[config.mk]
export PLATFORM = sky130hd
export DESIGN_NAME = fifo_ctrl
export DESIGN_NICKNAME = d
export VERILOG_FILES = /design/src/rtl/fifo_ctrl_pkg.sv /design/src/rtl/fifo_ctrl_wrap_ptr.sv /design/src/rtl/fifo_ctrl.sv
export SDC_FILE = /design/constraint.sdc
export NUM_CORES = 1
export LEC_CHECK = 0
export BUFFER_PORTS_ARGS = -buffer_cell sky130_fd_sc_hd__buf_4
export CORE_UTILIZATION = 46
export CTS_CLUSTER_DIAMETER = 80
export DETAILED_ROUTE_END_ITERATION = 8
export GPL_ROUTABILITY_DRIVEN = 0
export MAX_ROUTING_LAYER = met4
export PLACE_DENSITY = 0.83
export SYNTH_ARGS = -nofsm -noshare
export SYNTH_HDL_FRONTEND = slang
export SYNTH_SLANG_ARGS = --single-unit
export TNS_END_PERCENT = 30
[constraint.sdc]
create_clock -name clk -period 5.4 [get_ports clk]
set_input_delay 0 -clock clk [delete_from_list [all_inputs] [get_ports clk]]
set_output_delay 0 -clock clk [all_outputs]
set_load 0.1 [all_outputs]
[src/rtl/fifo_ctrl_pkg.sv]
// Shared sizing for the FWFT FIFO controller around the 16x8 block RAM.
package fifo_ctrl_pkg;
    localparam int DEPTH_LOG2 = 4;
    localparam int DATA_W     = 8;
    localparam int DEPTH      = 2**DEPTH_LOG2;
    localparam int PTR_W      = DEPTH_LOG2 + 1;

    typedef logic [PTR_W-1:0] ptr_t;
endpackage

[src/rtl/fifo_ctrl_wrap_ptr.sv]
// Wrapping pointer: W-bit counter with async active-low clear and increment enable.
import fifo_ctrl_pkg::*;

module wrap_ptr #(
    parameter int W = PTR_W
) (
    input  logic         clk,
    input  logic         rst_n,
    input  logic         inc,
    output logic [W-1:0] ptr
);

    // Counter register; wraps naturally at 2^W so the MSB acts as the lap bit.
    always_ff @(posedge clk or negedge rst_n) begin
        if (!rst_n) begin
            ptr <= {W{1'b0}};
        end else if (inc) begin
            ptr <= ptr + {{(W-1){1'b0}}, 1'b1};
        end else begin
            ptr <= ptr;
        end
    end

endmodule

[src/rtl/fifo_ctrl.sv]
// First-word-fall-through FIFO controller driving an external synchronous RAM.
// Optional sticky overflow/underflow flags are built when FIFO_CTRL_ERR_EN is defined.
import fifo_ctrl_pkg::*;

module fifo_ctrl #(
    parameter int DEPTH_LOG2 = fifo_ctrl_pkg::DEPTH_LOG2,
    parameter int DATA_W     = fifo_ctrl_pkg::DATA_W
) (
    input  logic                  clk,
    input  logic                  rst_n,
    input  logic                  push_valid,
    input  logic [DATA_W-1:0]     push_data,
    output logic                  push_ready,
    output logic                  pop_valid,
    output logic [DATA_W-1:0]     pop_data,
    input  logic                  pop_ready,
    output logic [DEPTH_LOG2:0]   count,
    output logic                  mem_w_en,
    output logic [DEPTH_LOG2-1:0] mem_w_addr,
    output logic [DATA_W-1:0]     mem_w_data,
    output logic                  mem_r_en,
    output logic [DEPTH_LOG2-1:0] mem_r_addr,
    input  logic [DATA_W-1:0]     mem_r_data
`ifdef FIFO_CTRL_ERR_EN
    ,
    output logic                  ovf_err,
    output logic                  udf_err
`endif
);

    localparam int PW = DEPTH_LOG2 + 1;
    localparam logic [PW-1:0] FULL_OCC = {1'b1, {DEPTH_LOG2{1'b0}}};

    logic [PW-1:0] wr_ptr_s;
    logic [PW-1:0] rd_ptr_s;
    logic [PW-1:0] occ_s;
    logic          full_s;
    logic          empty_s;
    logic          push_fire_s;
    logic          pop_fire_s;
    logic          fetch_s;
    logic          head_valid_r;

    wrap_ptr #(.W(PW)) u_wr_ptr (
        .clk   (clk),
        .rst_n (rst_n),
        .inc   (push_fire_s),
        .ptr   (wr_ptr_s)
    );

    wrap_ptr #(.W(PW)) u_rd_ptr (
        .clk   (clk),
        .rst_n (rst_n),
        .inc   (fetch_s),
        .ptr   (rd_ptr_s)
    );

    // Handshake and fetch decode; occ only counts words not yet moved into the RAM output register.
    always_comb begin
        occ_s       = wr_ptr_s - rd_ptr_s;
        full_s      = (occ_s == FULL_OCC);
        empty_s     = (occ_s == {PW{1'b0}});
        push_ready  = rst_n & ~full_s;
        push_fire_s = push_valid & push_ready;
        pop_valid   = head_valid_r;
        pop_fire_s  = head_valid_r & pop_ready;
        fetch_s     = ~empty_s & (~head_valid_r | pop_ready);
        count       = occ_s + {{(PW-1){1'b0}}, head_valid_r};
        mem_w_en    = push_fire_s;
        mem_w_addr  = wr_ptr_s[DEPTH_LOG2-1:0];
        mem_w_data  = push_data;
        mem_r_en    = fetch_s;
        mem_r_addr  = rd_ptr_s[DEPTH_LOG2-1:0];
        pop_data    = mem_r_data;
    end

    // Head-valid flag tracks whether the RAM read register holds an unpopped word.
    always_ff @(posedge clk or negedge rst_n) begin
        if (!rst_n) begin
            head_valid_r <= 1'b0;
        end else if (fetch_s) begin
            head_valid_r <= 1'b1;
        end else if (pop_fire_s) begin
            head_valid_r <= 1'b0;
        end else begin
            head_valid_r <= head_valid_r;
        end
    end

`ifdef FIFO_CTRL_ERR_EN
    // Sticky protocol-violation flags, cleared only by reset.
    always_ff @(posedge clk or negedge rst_n) begin
        if (!rst_n) begin
            ovf_err <= 1'b0;
            udf_err <= 1'b0;
        end else begin
            if (push_valid & full_s) begin
                ovf_err <= 1'b1;
            end
            if (pop_ready & ~head_valid_r & empty_s) begin
                udf_err <= 1'b1;
            end
        end
    end
`else
    // Without error tracking, the ready/valid gating alone keeps the pointers consistent.
`endif

endmodule

==> flow_summary.json, run 1 <==
{
  "worst_pin_slew_ns": 0.552,
  "regToRegEndpoint": "u_rd_ptr.ptr[3]",
  "num_vias": 624,
  "synth_fa_ha_area_share_pct": 13.1,
  "hold_depth": 0,
  "r2r_slack_ns": 2.93,
  "crit_path_max_fanout": 7,
  "rsz0062_at_grt": "no",
  "postCtsSetupRepairBufs": 0,
  "pin_count": 53,
  "min_to": "pop_data[3]",
  "synth_area_per_cell_um2": 9.86,
  "start_util_pct": 50.9,
  "hp-start": "mem_r_data[3]",
  "areaGrowthSynthToFinish_pct": 4.09,
  "fmax_mhz": 373,
  "clk_pin_slew_ns": 0.07,
  "io_buffers": 20,
  "crit_path_end_kind": "output pin",
  "reg2reg_depth": 9,
  "dieArea_um2": 2180,
  "layout_commonest_cell": "buf_4",
  "arrival_ns": 2.68,
  "final.period_utilization_pct": 49.7,
  "r2r_start": "u_wr_ptr.ptr[0]",
  "synth_seq_cells": 11,
  "drt-initial-drc-count": 13,
  "grtUsageTotal_pct": 18.7,
  "regArea_um2": 275,
  "synthDistinctLibCells": 23,
  "cts_sinks": 11,
  "syn_inst": 93,
  "place_hpwl_mm": 1.31,
  "clk_path_buf_depth": 2,
  "crit_type": "flop to output pin",
  "htree_levels": 1,
  "rows": 15,
  "cts-resized-gates": 0,
  "cts_root_buf": "clkbuf_4",
  "finalHoldViolCount": 0,
  "yosys.area_share.simple_pct": 12.1,
  "grt_max_degree": 14,
  "startpoint_type": "flop",
  "synth-xor-area-share_pct": 15.3,
  "layout.cells.most_common_list": "20 x buf_4, 13 x xnor2_1, 11 x dfrtp_1",
  "muxShareOfSynthArea_pct": 0,
  "status": "complete, no violations",
  "slew-limit-headroom_pct": 62.9,
  "grt-ovfl-total": 0,
  "synth_area_um2": 917,
  "cts_tree": "yes",
  "clkLatencyLatePin_ns": 0.27,
  "multi_input_area_um2": 435,
  "grt_pass1_vias": 617,
  "hp-class": "input pin to output pin",
  "nFillCells": 162,
  "syn_nets": 122,
  "grt_pass1_wl_mm": 2.65,
  "synth_top_family_by_area": "buffers and inverters",
  "slew_viol_final": 0,
  "diodes": 0,
  "routed_wl_mm": 1.74,
  "max_cap_viol_count": 0,
  "cts-buffers-inserted": 3,
  "clock-skew-final_ns": 0.00671,
  "fp.coreArea_um2": 1800,
  "route.detailed.vias_per_inst": 5.24,
  "tns_ns": 0,
  "die_w_um": 46.7,
  "drc": 0,
  "synth_compound_area_share_pct": 6.96,
  "wire_per_inst_um": 14.6,
  "fin_util_pct": 53.0,
  "yosys_warnings": 0,
  "setup_violations": 0,
  "nNetsFinal": 124,
  "period_minus_slack_ns": 2.68,
  "antenna_found_initial": 0,
  "required_ns": 5.40,
  "layout-drive-gt1-share_pct": 29.8,
  "postRouteAntennaNets": 0,
  "synth.yosys.seq_area_share_pct": 30.0,
  "die_y_um": 46.7,
  "first_pass_iters": 4
}
## sequential cells by signal, summed over array words and instances, names as in the netlist
register / cells
pop_valid: 1
u_wr_ptr.ptr: 5
u_rd_ptr.ptr: 5
## cell families after synthesis
family | after synthesis
buffers and inverters | 31
xor gates and xnor gates | 16
and+or+nand+nor | 19
AOI/OAI and AO/OA | 7
adders and majority gates | 9
DFF | 11
## metrics by stage
step	worst slack (ns)	cells	area [um^2]	hold WS [ns]
after floorplan	2.24	93	917	-0.296
after global placement	3.05	114	918	-0.147
after detailed placement	2.95	114	918	-0.147
after CTS	2.74	119	955	0.000739
after global routing	2.60	119	955	0.000143
final	2.72	119	955	0.0000439
## synthesized netlist by cell type, drive strengths merged
master / n / area share (%)
or3: 1 / 1.2
xnor2: 13 / 12
or4b: 1 / 1.1
nor2: 2 / 0.82
buf: 24 / 20
ha: 8 / 11
nand3: 2 / 1.1
nand2: 4 / 1.6
nand2b: 1 / 0.68
xor2: 3 / 2.9
o311a: 1 / 2.3
a21oi: 2 / 1.1
nor3: 1 / 0.55
and3: 1 / 0.82
dfrtp: 11 / 30
a31oi: 1 / 1.4
nand3b: 1 / 0.82
o31a: 1 / 1.1
nand4: 4 / 2.7
nor2b: 1 / 0.68
fa: 1 / 2.2
o21ai: 2 / 1.1
inv: 7 / 2.9
## worst max path at each step
stage,end,cells past startpoint,from
floorplan,u_rd_ptr.ptr[3],9,u_wr_ptr.ptr[0]
global placement,u_wr_ptr.ptr[4],8,u_rd_ptr.ptr[0]
detailed placement,u_rd_ptr.ptr[4],9,u_wr_ptr.ptr[0]
CTS,mem_r_en,8,u_wr_ptr.ptr[0]
global route,mem_r_en,8,u_wr_ptr.ptr[0]
finish,mem_r_en,8,u_wr_ptr.ptr[0]
## area by class of cell
class	count	share of cell area (%)
sequential	11	28.8
timing repair buffer	21	16.8
tap	25	3.28
clock buffer	4	2.75
multi-input combinational	51	45.6
inverter	7	2.75
## worst max-delay path, stage by stage (launching register included)
cell and delay [ns]:
dfrtp_1 0.40, inv_1 0.09, ha_1 0.22, fa_1 0.40, nand2b_1 0.18, a21oi_1 0.16
xnor2_1 0.19, a31oi_2 0.40, buf_4 0.36
## repair_timing
action	in CTS	in global routing
setup endpoints to repair	0	0
hold endpoints to repair	11	0
hold buffers	1	0
## layer usage
layer	track usage (%)	vias up	wire length, um
met5	-	-	0
li1	-	289	-
met4	13.1	0	69
met1	20.0	294	727
met2	28.6	25	834
met3	6.27	16	107
Power of run 1 is left out: the tool's default activity adds up to more than one toggle a clock period on the data nets, which glitch-free logic cannot reach.
==> run 2: changes to the inputs <==
--- a/config.mk
+++ b/config.mk
@@ -6,12 +6,12 @@
 export NUM_CORES = 1
 export LEC_CHECK = 0
 export BUFFER_PORTS_ARGS = -buffer_cell sky130_fd_sc_hd__buf_4
-export CORE_UTILIZATION = 46
+export CORE_UTILIZATION = 43
 export CTS_CLUSTER_DIAMETER = 80
 export DETAILED_ROUTE_END_ITERATION = 8
 export GPL_ROUTABILITY_DRIVEN = 0
 export MAX_ROUTING_LAYER = met4
-export PLACE_DENSITY = 0.83
+export PLACE_DENSITY = 0.79
 export SYNTH_ARGS = -nofsm -noshare
 export SYNTH_HDL_FRONTEND = slang
 export SYNTH_SLANG_ARGS = --single-unit
==> constraint.sdc (replaced) <==
create_clock -name clk -period 2.6 [get_ports clk]
set_input_delay 0 -clock clk [delete_from_list [all_inputs] [get_ports clk]]
set_output_delay 0 -clock clk [all_outputs]
set_load 0.1 [all_outputs]
==> run 2 against run 1 <==
Compared with the run above:
- final area increased by 5.0%
- flip-flop and latch count unchanged
- via count decreased by 5.6%
- critical path type unchanged
- largest cell class unchanged
- global-route usage decreased by 2.3 points
==> flow_summary.json, run 2 (synthesis results as in run 1) <==
{
  "start_util_pct": 46.3,
  "grt_util_met1_pct": 17.6,
  "hp-class": "input pin to output pin",
  "clk_pin_slew_ns": 0.07,
  "crit_type": "flop to output pin",
  "grt_pass1_vias": 560,
  "grtUsageTotal_pct": 16.4,
  "wire_per_inst_um": 13.3,
  "routed_wl_mm": 1.61,
  "worst_pin_slew_ns": 0.428,
  "postCtsSetupRepairBufs": 0,
  "diodes": 0,
  "drc": 0,
  "tns_ns": 0,
  "grt_pass1_wl_mm": 2.41,
  "grtUsageMet2_pct": 27.2,
  "nNetsFinal": 124,
  "finalHoldViolCount": 0,
  "startpoint_type": "flop",
  "dpl.cell_count": 116,
  "layout.cells.most_common_list": "20 x buf_4, 11 x dfrtp_1, 10 x xnor2_1",
  "htree_levels": 1,
  "pin_count": 53,
  "first_pass_iters": 3,
  "die_y_um": 48.2,
  "rsz0062_at_grt": "yes",
  "final_cells": 121,
  "grt_max_degree": 14,
  "route.detailed.vias_per_inst": 4.87,
  "post-place-ws_ns": 0.261,
  "slew_viol_final": 0,
  "arrival_ns": 2.54,
  "num_vias": 589,
  "grt_use_met3_pct": 1.85,
  "rows": 16,
  "cts_root_buf": "clkbuf_4",
  "dieArea_um2": 2320,
  "die_w_um": 48.2,
  "io_buffers": 20,
  "grt-ovfl-total": 0,
  "fin_util_pct": 50.6,
  "cts_tree": "yes",
  "slew-limit-headroom_pct": 71.3,
  "clkLatencyLatePin_ns": 0.27,
  "layout-drive-gt1-share_pct": 36.2,
  "cts-buffers-inserted": 3,
  "fp.coreArea_um2": 1980,
  "layout_setup_ws_ns": 0.0566,
  "setup_violations": 0,
  "layout_commonest_cell": "buf_4",
  "status": "complete, no violations",
  "antenna_found_initial": 0,
  "final.period_utilization_pct": 97.8,
  "clk_path_buf_depth": 2,
  "drt-initial-drc-count": 3,
  "period_minus_slack_ns": 2.54,
  "max_cap_viol_count": 0,
  "required_ns": 2.60,
  "clock-skew-final_ns": 0.000841,
  "postRouteAntennaNets": 0,
  "fmax_mhz": 393,
  "crit_path_max_fanout": 6,
  "cts_sinks": 11,
  "place_hpwl_mm": 1.31,
  "grt.busiest_layer": "met2",
  "areaGrowthSynthToFinish_pct": 9.28,
  "crit_path_end_kind": "output pin"
}
run 2: cell types whose count changed in the layout (fill, tap and decap cells not counted):
cell     delta
a21oi_1     -1
a21oi_2     +1
a31oi_2     -1
a31oi_4     +1
fa_1        -1
fa_2        +1
xnor2_1     -3
xnor2_2     +3
xor2_1      -1
xor2_2      +1
run 2: area by class of cell:
cell class | count | area, um^2
multi-input cells | 51 | 480
fillers | 180 | 980
flip-flops and latches | 11 | 275
well taps | 27 | 33.8
clock buffers | 4 | 26.3
inverters | 7 | 26.3
repair buffers | 21 | 160
run 2: final timing paths:
kind / from / to / slack [ns] / cells past startpoint
hold / removal: mem_r_data[2] / pop_data[2] / 0.00004 / 0
min in group asynchronous: rst_n / u_rd_ptr.ptr[2] / 0.10 / 2
hold reg to reg: u_rd_ptr.ptr[4] / u_rd_ptr.ptr[4] / 0.50 / 1
setup / recovery: u_wr_ptr.ptr[0] / mem_w_en / 0.06 / 7
setup reg to reg: u_wr_ptr.ptr[0] / u_wr_ptr.ptr[3] / 0.25 / 8
max in group asynchronous: rst_n / u_rd_ptr.ptr[0] / 2.34 / 2
run 2: what timing repair did:
action | CTS | global route
gates resized for setup | 0 | 1
hold endpoints to repair | 11 | 0
setup endpoints to repair | 0 | 2
hold buffers | 1 | 0
run 2: per-stage QoR:
stage | hold slack, ns | cell area [um^2]
3_3_place_gp | -0.148 | 958
4_1_cts | 0.000739 | 995
3_5_place_dp | -0.148 | 958
6_report | 0.0000439 | 1000
5_1_grt | 0.000150 | 1000
2_1_floorplan | -0.296 | 955
run 2: metal layers:
layer / vias to the layer above / wire length, um
li1: 288 / -
met1: 275 / 643
met2: 18 / 846
met3: 8 / 68
met4: 0 / 54
met5: - / 0
run 2: worst max-delay path: stages, from the launching register on:
cell,delay [ns]
dfrtp_1,0.40
inv_1,0.09
ha_1,0.22
fa_2,0.52
inv_1,0.07
or3_4,0.38
o311a_4,0.35
buf_4,0.24
Power of run 2 is left out for the same reason.
==> run 3: changes to the inputs <==
--- a/config.mk
+++ b/config.mk
@@ -6,6 +6,7 @@
 export NUM_CORES = 1
 export LEC_CHECK = 0
 export BUFFER_PORTS_ARGS = -buffer_cell sky130_fd_sc_hd__buf_4
+export CAP_MARGIN = 0
 export CORE_UTILIZATION = 43
 export CTS_CLUSTER_DIAMETER = 80
 export DETAILED_ROUTE_END_ITERATION = 8
@@ -14,5 +15,6 @@
 export PLACE_DENSITY = 0.79
 export SYNTH_ARGS = -nofsm -noshare
 export SYNTH_HDL_FRONTEND = slang
+export SYNTH_HIERARCHICAL = 1
 export SYNTH_SLANG_ARGS = --single-unit
 export TNS_END_PERCENT = 30
==> run 3 against run 2 <==
Compared with the run above:
- clock skew increased by 0.00090 ns
- worst hold slack about the same
- final cell count rose by 6.6%
- maximum frequency grew 1.2%
- clock-buffer cell count did not move
- register-to-register slack lost 0.14 ns
- highest routed layer is now met3
==> flow_summary.json, run 3 <==
{
  "die_y_um": 47.6,
  "synthTopCellsByCount": "16 x buf_4, 11 x dfrtp_1, 8 x ha_1, 8 x xnor2_1, 6 x inv_1",
  "synth_compound_area_share_pct": 7.15,
  "synth_edf_count": 0,
  "yosys.area_share.simple_pct": 13.2,
  "synth-xor-area-share_pct": 16.4,
  "startpoint_type": "flop",
  "nFillCells": 179,
  "yosys.area.top_type_share_pct": 30.9,
  "start_util_pct": 45.5,
  "crit_path_end_kind": "output pin",
  "io_buffers": 20,
  "clk_path_buf_depth": 2,
  "slew-limit-headroom_pct": 62.1,
  "first_pass_iters": 4,
  "period_minus_slack_ns": 2.51,
  "met2WireLength_um": 957,
  "hp-class": "input pin to output pin",
  "setup_violations": 0,
  "drt-initial-drc-count": 4,
  "areaGrowthSynthToFinish_pct": 35.2,
  "final.period_utilization_pct": 96.6,
  "synthDistinctLibCells": 26,
  "cpMaxStageDelayCell": "fa_2",
  "rows": 16,
  "fmax_mhz": 398,
  "num_vias": 648,
  "cts_tree": "yes",
  "cts_root_buf": "clkbuf_4",
  "htree_levels": 1,
  "routed_wl_mm": 1.88,
  "cts-buffers-inserted": 3,
  "layout_commonest_cell": "buf_4",
  "drc": 0,
  "regArea_um2": 289,
  "wl_met1_um": 797,
  "reg2reg_depth": 8,
  "synth_area_leader_cell": "dfrtp_1",
  "max_cap_viol_count": 0,
  "required_ns": 2.60,
  "yosys_warnings": 6,
  "cts_sinks": 11,
  "grt-ovfl-total": 0,
  "crit_path_max_fanout": 5,
  "diodes": 0,
  "top_layer_used": "met3",
  "grt_max_degree": 14,
  "synth_area_um2": 892,
  "slowest_delay_ns": 0.53,
  "hold_depth": 0,
  "grt_pass1_wl_mm": 2.77,
  "syn_inst": 88,
  "wire_per_inst_um": 14.6,
  "finalHoldViolCount": 0,
  "postRouteAntennaNets": 0,
  "multi_input_area_um2": 601,
  "nNetsFinal": 132,
  "grtUsageTotal_pct": 18.3,
  "dieArea_um2": 2260,
  "pin_count": 53,
  "fin_util_pct": 61.5,
  "async_flop_share_pct": 100,
  "rsz0062_at_grt": "no",
  "fp.coreArea_um2": 1960,
  "route.detailed.vias_per_inst": 5.02,
  "dr_wl_met3_um": 127,
  "synthFlopType": "dfrtp_1",
  "arrival_ns": 2.51,
  "antenna_found_initial": 0,
  "crit_type": "flop to output pin",
  "path_cells": "ha_4 > fa_2 > inv_2 > or3_4 > o31ai_4 > buf_6 > a21oi_4 > buf_12",
  "synth.yosys.seq_area_share_pct": 30.9,
  "clkLatencyLatePin_ns": 0.26,
  "status": "complete, no violations",
  "synth_fa_ha_area_share_pct": 13.5,
  "place_hpwl_mm": 1.53,
  "layout.cells.most_common_list": "21 x buf_4, 7 x ha_1, 6 x xnor2_1",
  "synth.most_common_cell": "buf_4",
  "worst_pin_slew_ns": 0.566,
  "clk_pin_slew_ns": 0.07,
  "layout-drive-gt1-share_pct": 55.9,
  "die_w_um": 47.6,
  "synth_seq_cells": 11,
  "slew_viol_final": 0,
  "grt_pass1_vias": 600,
  "synth_top_family_by_area": "buffers and inverters",
  "synth_area_per_cell_um2": 10.1,
  "clock-skew-final_ns": 0.00174,
  "muxShareOfSynthArea_pct": 2.52,
  "synthTopCellsByArea": "dfrtp_1 31%, buf_4 13%, ha_1 11%",
  "syn_nets": 117
}
## run 3: cell count changes after synthesis, moves of 2 or more
cell / change
a21oi_2: +2
nand3b_1: +2
xor2_1: +2
mux2_2: +2
o21ai_0: -2
buf_4: -8
a21boi_1: +2
xnor2_1: -5
## run 3: logic make-up (layout without fill, tap and decap cells)
| logic type | count (synthesis) | in the layout |
|---|---|---|
| AOI/OAI and AO/OA | 8 | 8 |
| xor gates and xnor gates | 15 | 15 |
| adders and majority gates | 9 | 9 |
| buffers and inverters | 23 | 37 |
| DFF | 11 | 11 |
| muxes | 2 | 2 |
| and+or+nand+nor | 20 | 20 |
## run 3: path summary, 6_finish.rpt
path | start | slack (ns) | end
worst max-delay path | u_rd_ptr/ptr[0] | 0.09 | mem_w_en
worst min-delay path | mem_r_data[1] | 0.00004 | pop_data[1]
worst max register to register | u_rd_ptr/ptr[0] | 0.11 | u_rd_ptr/ptr[1]
worst min register to register | u_rd_ptr/ptr[3] | 0.50 | u_rd_ptr/ptr[3]
max in group asynchronous | rst_n | 2.31 | u_wr_ptr/ptr[0]
min in group asynchronous | rst_n | 0.12 | u_rd_ptr/ptr[1]
## run 3: layer usage
metal	GRT usage, %	vias up
met4	3.33	0
met3	2.26	0
met1	22.7	311
met5	-	-
met2	32.1	32
li1	-	305
## run 3: stage by stage
| stage | setup slack (ns) | TNS [ns] | hold WS [ns] | instances | instance area (um^2) |
|---|---|---|---|---|---|
| 2_1_floorplan | -0.418 | -4.06 | -0.296 | 88 | 1020 |
| 3_3_place_gp | 0.0648 | 0 | -0.156 | 122 | 1110 |
| 3_5_place_dp | -0.0141 | -0.0145 | -0.152 | 122 | 1110 |
| 4_1_cts | 0.0295 | 0 | 0.000681 | 129 | 1210 |
| 5_1_grt | 0.00556 | 0 | 0.000210 | 129 | 1210 |
| 6_report | 0.0875 | 0 | 0.0000439 | 129 | 1210 |
## run 3: layout make-up
cell class	instances	area share (%)
multi-input combinational	54	49.8
sequential	11	24.0
timing repair buffer	26	19.1
tap	27	2.80
clock buffer	4	2.18
inverter	7	2.18
## run 3: what timing repair did
item | 4_1_cts | 5_1_grt
pin swaps | 5 | 1
resized for setup | 11 | 0
buffers inserted | 2 | 0
setup endpoints to repair | 5 | 5
hold endpoints to repair | 11 | 0
hold buffers | 1 | 0
## run 3: worst max-delay path, delay by kind of cell (launching register included)
family	cells	cell delay [ns]
and+or+nand+nor	1	0.37
DFF	1	0.49
AOI/OAI and AO/OA	2	0.30
adders and majority gates	2	0.70
buffers and inverters	3	0.39
Power of run 3 is left out for the same reason.
